**src/rtl/tlb_op_ctrl.sv**
```systemverilog
// Sequencer for TLBP/TLBR/TLBWI: snapshots CP0 on acceptance, drives one TLB port for a
// single work cycle, commits results to CP0, then holds a refetch request for TLBR/TLBWI.
module tlb_op_ctrl #(
  parameter int unsigned TLBNUM = 16,
  parameter int unsigned IW     = $clog2(TLBNUM)
) (
  input  logic          clk,
  input  logic          resetn,
  input  logic          op_valid,
  input  logic [1:0]    op_type,
  output logic          op_ready,
  output logic          op_done,
  output logic          busy,
  input  logic          flush,
  output logic          refetch_req,
  input  logic          refetch_ack,
  input  logic [31:0]   cp0_index,
  input  logic [31:0]   cp0_entryhi,
  input  logic [31:0]   cp0_entrylo0,
  input  logic [31:0]   cp0_entrylo1,
  output logic          cp0_index_we,
  output logic [31:0]   cp0_index_wdata,
  output logic          cp0_tlbr_we,
  output logic [31:0]   cp0_entryhi_wdata,
  output logic [31:0]   cp0_entrylo0_wdata,
  output logic [31:0]   cp0_entrylo1_wdata,
  output logic [18:0]   s1_vpn2,
  output logic          s1_odd_page,
  output logic [7:0]    s1_asid,
  input  logic          s1_found,
  input  logic [IW-1:0] s1_index,
  output logic [IW-1:0] r_index,
  input  logic [18:0]   r_vpn2,
  input  logic [7:0]    r_asid,
  input  logic          r_g,
  input  logic [19:0]   r_pfn0,
  input  logic [2:0]    r_c0,
  input  logic          r_d0,
  input  logic          r_v0,
  input  logic [19:0]   r_pfn1,
  input  logic [2:0]    r_c1,
  input  logic          r_d1,
  input  logic          r_v1,
  output logic          we,
  output logic [IW-1:0] w_index,
  output logic [18:0]   w_vpn2,
  output logic [7:0]    w_asid,
  output logic          w_g,
  output logic [19:0]   w_pfn0,
  output logic [2:0]    w_c0,
  output logic          w_d0,
  output logic          w_v0,
  output logic [19:0]   w_pfn1,
  output logic [2:0]    w_c1,
  output logic          w_d1,
  output logic          w_v1
);

  typedef enum logic [2:0] {StIdle, StProbe, StRead, StWrite, StCommit, StRefetch} state_e;

  state_e        state_q, state_d;
  logic [1:0]    type_q;
  logic [IW-1:0] idx_q;
  logic [18:0]   vpn2_q;
  logic [7:0]    asid_q;
  logic [25:0]   lo0_q, lo1_q;
  logic          found_q;
  logic [IW-1:0] sidx_q;
  logic [31:0]   rd_hi_q, rd_lo0_q, rd_lo1_q;
  logic          accept;

  // Only the architecturally meaningful CP0 fields are snapshotted.
  logic unused_cp0;
  assign unused_cp0 = ^{cp0_index[31:IW], cp0_entryhi[12:8], cp0_entrylo0[31:26],
                        cp0_entrylo1[31:26]};

  always_ff @(posedge clk) begin
    if (!resetn) begin
      state_q  <= StIdle;
      type_q   <= 2'b00;
      idx_q    <= '0;
      vpn2_q   <= '0;
      asid_q   <= '0;
      lo0_q    <= '0;
      lo1_q    <= '0;
      found_q  <= 1'b0;
      sidx_q   <= '0;
      rd_hi_q  <= '0;
      rd_lo0_q <= '0;
      rd_lo1_q <= '0;
    end else begin
      state_q <= state_d;
      if (accept) begin
        type_q <= op_type;
        idx_q  <= cp0_index[IW-1:0];
        vpn2_q <= cp0_entryhi[31:13];
        asid_q <= cp0_entryhi[7:0];
        lo0_q  <= cp0_entrylo0[25:0];
        lo1_q  <= cp0_entrylo1[25:0];
      end
      if (state_q == StProbe) begin
        found_q <= s1_found;
        sidx_q  <= s1_index;
      end
      if (state_q == StRead) begin
        rd_hi_q  <= {r_vpn2, 5'b0, r_asid};
        rd_lo0_q <= {6'b0, r_pfn0, r_c0, r_d0, r_v0, r_g};
        rd_lo1_q <= {6'b0, r_pfn1, r_c1, r_d1, r_v1, r_g};
      end
    end
  end

  always_comb begin
    state_d            = state_q;
    op_ready           = (state_q == StIdle) & ~flush;
    accept             = op_ready & op_valid;
    op_done            = 1'b0;
    busy               = (state_q != StIdle);
    refetch_req        = 1'b0;
    cp0_index_we       = 1'b0;
    cp0_index_wdata    = '0;
    cp0_tlbr_we        = 1'b0;
    cp0_entryhi_wdata  = '0;
    cp0_entrylo0_wdata = '0;
    cp0_entrylo1_wdata = '0;
    s1_vpn2            = '0;
    s1_odd_page        = 1'b0;
    s1_asid            = '0;
    r_index            = '0;
    we                 = 1'b0;
    w_index            = '0;
    w_vpn2             = '0;
    w_asid             = '0;
    w_g                = 1'b0;
    {w_pfn0, w_c0, w_d0, w_v0} = '0;
    {w_pfn1, w_c1, w_d1, w_v1} = '0;

    unique case (state_q)
      StIdle: begin
        if (accept) begin
          unique case (op_type)
            2'b01:   state_d = StProbe;
            2'b10:   state_d = StRead;
            2'b11:   state_d = StWrite;
            default: state_d = StCommit;
          endcase
        end
      end
      StProbe: begin
        s1_vpn2 = vpn2_q;
        s1_asid = asid_q;
        state_d = flush ? StIdle : StCommit;
      end
      StRead: begin
        r_index = idx_q;
        state_d = flush ? StIdle : StCommit;
      end
      StWrite: begin
        // Gating by flush keeps a squashed TLBWI from touching the TLB.
        we                         = ~flush;
        w_index                    = idx_q;
        w_vpn2                     = vpn2_q;
        w_asid                     = asid_q;
        w_g                        = lo0_q[0] & lo1_q[0];
        {w_pfn0, w_c0, w_d0, w_v0} = lo0_q[25:1];
        {w_pfn1, w_c1, w_d1, w_v1} = lo1_q[25:1];
        state_d                    = flush ? StIdle : StCommit;
      end
      StCommit: begin
        op_done = 1'b1;
        if (type_q == 2'b01) begin
          cp0_index_we    = 1'b1;
          cp0_index_wdata = {~found_q, {(31-IW){1'b0}}, found_q ? sidx_q : {IW{1'b0}}};
        end
        if (type_q == 2'b10) begin
          cp0_tlbr_we        = 1'b1;
          cp0_entryhi_wdata  = rd_hi_q;
          cp0_entrylo0_wdata = rd_lo0_q;
          cp0_entrylo1_wdata = rd_lo1_q;
        end
        state_d = type_q[1] ? StRefetch : StIdle;
      end
      StRefetch: begin
        refetch_req = 1'b1;
        if (refetch_ack || flush) state_d = StIdle;
      end
      default: state_d = StIdle;
    endcase
  end

endmodule

```
**config.mk**
```make
export PLATFORM = sky130hd
export DESIGN_NAME = tlb_op_ctrl
export DESIGN_NICKNAME = d
export VERILOG_FILES = /design/src/rtl/tlb_op_ctrl.sv
export SDC_FILE = /design/constraint.sdc
export NUM_CORES = 1
export LEC_CHECK = 0
export CORE_AREA = 5 5 179 181
export DETAILED_ROUTE_END_ITERATION = 10
export DIE_AREA = 0 0 184 186
export GPL_TIMING_DRIVEN = 0
export PLACE_DENSITY_LB_ADDON = 0.1
export SLEW_MARGIN = 20
export SYNTH_ARGS = -nofsm -noshare
export SYNTH_HDL_FRONTEND = slang
export SYNTH_SLANG_ARGS = --single-unit
```
**constraint.sdc**
```tcl
create_clock -name clk -period 3.66 [get_ports clk]
set_clock_uncertainty 0.2 [all_clocks]
set_input_delay 0.732 -clock clk [delete_from_list [all_inputs] [get_ports clk]]
set_output_delay 0.732 -clock clk [all_outputs]
set_load 0.01 [all_outputs]
```
==> qor.csv <==
metric,value,unit
outcome,completed,
power_leakage,0.004935,uW
area_delta_synth_final,62.72,%
port_buffers,375,
clock.fmax,288.6,MHz
io-pin-count,467,
cap_violations,0,
die_y,186,um
yosys_warnings,0,
layout.cells.most_common_list,"sky130_fd_sc_hd__clkdlybuf4s50_1, sky130_fd_sc_hd__nand2_1, sky130_fd_sc_hd__and2_1",
setup_violations,0,
maximum_number_of_pins_on_one_net_before_global_route_repair,20,
postRouteAntennaNets,0,
cp_delay_by_family_top,buffers and inverters,
gp_congestion,0.7865,
cts.reportedPaths.clkPinSlew,0.06,ns
cts_num_sinks,171,
path_buf_inv,4,
grt_pass1_wl,44910,um
grt_setup_unrepaired,no,
initialDrtViolationCount,199,
synth.distinct_cells,26,
insertion_delay,0.41,ns
rr_worst_depth,7,
min_path_cells,2,
post_synth_main_area_contributors,"sky130_fd_sc_hd__dfxtp_1, sky130_fd_sc_hd__nand2_1, sky130_fd_sc_hd__and2_1",
path_depth,7,
cts_tree,done,
design.core.area,30270,um^2
post-route-period-util,0.9466,
startpoint_to_endpoint_class_of_the_critical_path,reg2out,
relSlewSlack,0.4199,
cts-buffers-inserted,17,
fillerInstances,3153,
synth_area_leader_cell,sky130_fd_sc_hd__dfxtp_1,
fin_util,0.4332,
total_overflow_reported_by_the_global_router,0,
drc,0,
timing.final.max_slew_violations,0,
period_minus_slack,3.465,ns
number_of_antenna_violations_at_the_first_check_in_global_routing,0,
r2r_setup_slack,1.45,ns
dp.final_hpwl,23670,um
layout_commonest_cell,sky130_fd_sc_hd__clkdlybuf4s50_1,
route.detailed.wl_per_inst,16.14,um
cp_data_required_time,2.73,ns
crit_arrival,2.53,ns
cts.root.buffer_cell,sky130_fd_sc_hd__clkbuf_16,
die-area,34220,um^2
multi_input_gate_area,4128,um^2
postSynthRegisterBits,171,
start_util,0.2662,
grt_pass1_vias,7535,
routed_wirelength,30170,um
seqCellArea,3423,um^2
syn-cell-area,8059,um^2
vdd_drop_max,0.0002296,V
cts_max_path_buffers,2,
postSynthAreaPerCell,7.885,um^2
synthesis.instances,1022,
power_density,340.6,nW/um^2
critPathLaunchType,register,
placementRows,64,
route.vias.total,7709,
layout-drive-gt1-share,0.08282,
placed_area,12470,um^2
slowest_stage,sky130_fd_sc_hd__clkdlybuf4s50_1,
crit_chain,buf_2 -> nand2_1 -> nor2_4 -> buf_12 -> clkbuf_1 -> and2_1 -> clkdlybuf4s50_1,
final-hold-violation-count,0,
power,4467,uW
finish.instance_area,13110,um^2
layout.nets,1680,
critical_path.max_fanout,10,
synth.yosys.seq_area_share,0.4248,
groute.usage.overall,0.1691,
floorplan.die.width,184,um
setup_crit_end_kind,output port,
worst_pin_slew,0.8702,ns
holdBufCountCts,0,
worstHoldPathType,reg2reg,
synth.top_cell.area_share,0.4248,
drt-vias-per-instance,4.122,
cts_max_level,4,
drt_pre_antenna_iters,4,
slowest_delay,0.55,ns
-- per-stage QoR --
step	hold WS [ns]	TNS [ns]	cells	setup slack [ns]
finish	0.2467	0	1870	0.1954
global route	0.2648	0	1869	0.0002560
CTS	0.2502	0	1867	0.005489
detailed placement	0.2412	-1.066	1837	-0.1839
global placement	0.2359	-0.4331	1837	-0.1141
floorplan	0.2305	0	1066	1.296
-- state kept, by name, indices dropped and copies added (netlist names) --
register / cells
asid_q: 8
found_q: 1
idx_q: 4
lo0_q: 26
lo1_q: 26
rd_hi_q: 27
rd_lo0_q: 25
rd_lo1_q: 26
sidx_q: 4
state_q: 3
type_q: 2
vpn2_q: 19
-- repair_timing --
| action | CTS | global route |
|---|---|---|
| gates resized for setup | 11 | 11 |
| setup buffers | 1 | 2 |
| endpoints found under the setup margin | 149 | 90 |
| pin swaps | 1 | 2 |
-- final timing paths --
path / from / endpoint
min: lo1_q[0] / lo1_q[0]
min reg2reg: lo1_q[0] / lo1_q[0]
max reg2reg: state_q[2] / rd_lo1_q[9]
max: state_q[1] / w_pfn0[3]
-- Yosys cell counts (all sizes together) --
library cell	count
a21boi	163
a21oi	1
a31oi	1
and2	189
and3	10
and3b	1
buf	75
clkbuf	48
conb	1
dfxtp	171
mux2i	5
nand2	330
nand2b	1
nor2	6
nor2b	9
nor3	4
nor3b	1
o21ai	3
o21bai	1
or3	2
-- kinds of logic after synthesis --
group	share of synthesized area
multiplexers	0.006210
buffers and inverters	0.08586
AND/OR/NAND/NOR	0.3267
flip-flops	0.4248
AO/OA/AOI/OAI	0.1560
other	0.0004653
-- power by group --
group | switching (uW) | internal [uW]
clock | 827 | 974
sequential | 48.3 | 1950
combinational | 311 | 356
-- routing by layer --
metal	vias to the layer above	part of all wire	track usage
met5	-	0	0
li1	4004	-	-
met1	3440	0.42	0.2079
met2	256	0.49	0.2938
met4	0	0.0054	0.03194
met3	9	0.082	0.05355
-- area by class of cell --
cell class / count / area share
Sequential cell: 171 / 0.2610
Antenna cell: 1 / 0.0001908
Multi-Input combinational cell: 772 / 0.3148
Clock buffer: 18 / 0.03349
Clock inverter: 12 / 0.009827
Buffer: 122 / 0.05381
Tap cell: 396 / 0.03778
Timing Repair Buffer: 378 / 0.2891
-- worst reg2reg max path, cell delays in order (launching register included) --
cell	delay, ns
sky130_fd_sc_hd__dfxtp_1	0.34
sky130_fd_sc_hd__buf_4	0.20
sky130_fd_sc_hd__nor2_2	0.11
sky130_fd_sc_hd__nand2_1	0.30
sky130_fd_sc_hd__buf_2	0.31
sky130_fd_sc_hd__clkbuf_1	0.43
sky130_fd_sc_hd__nand2_1	0.09
sky130_fd_sc_hd__a21boi_0	0.17
Note: power is estimated with default switching activity, not from simulation.
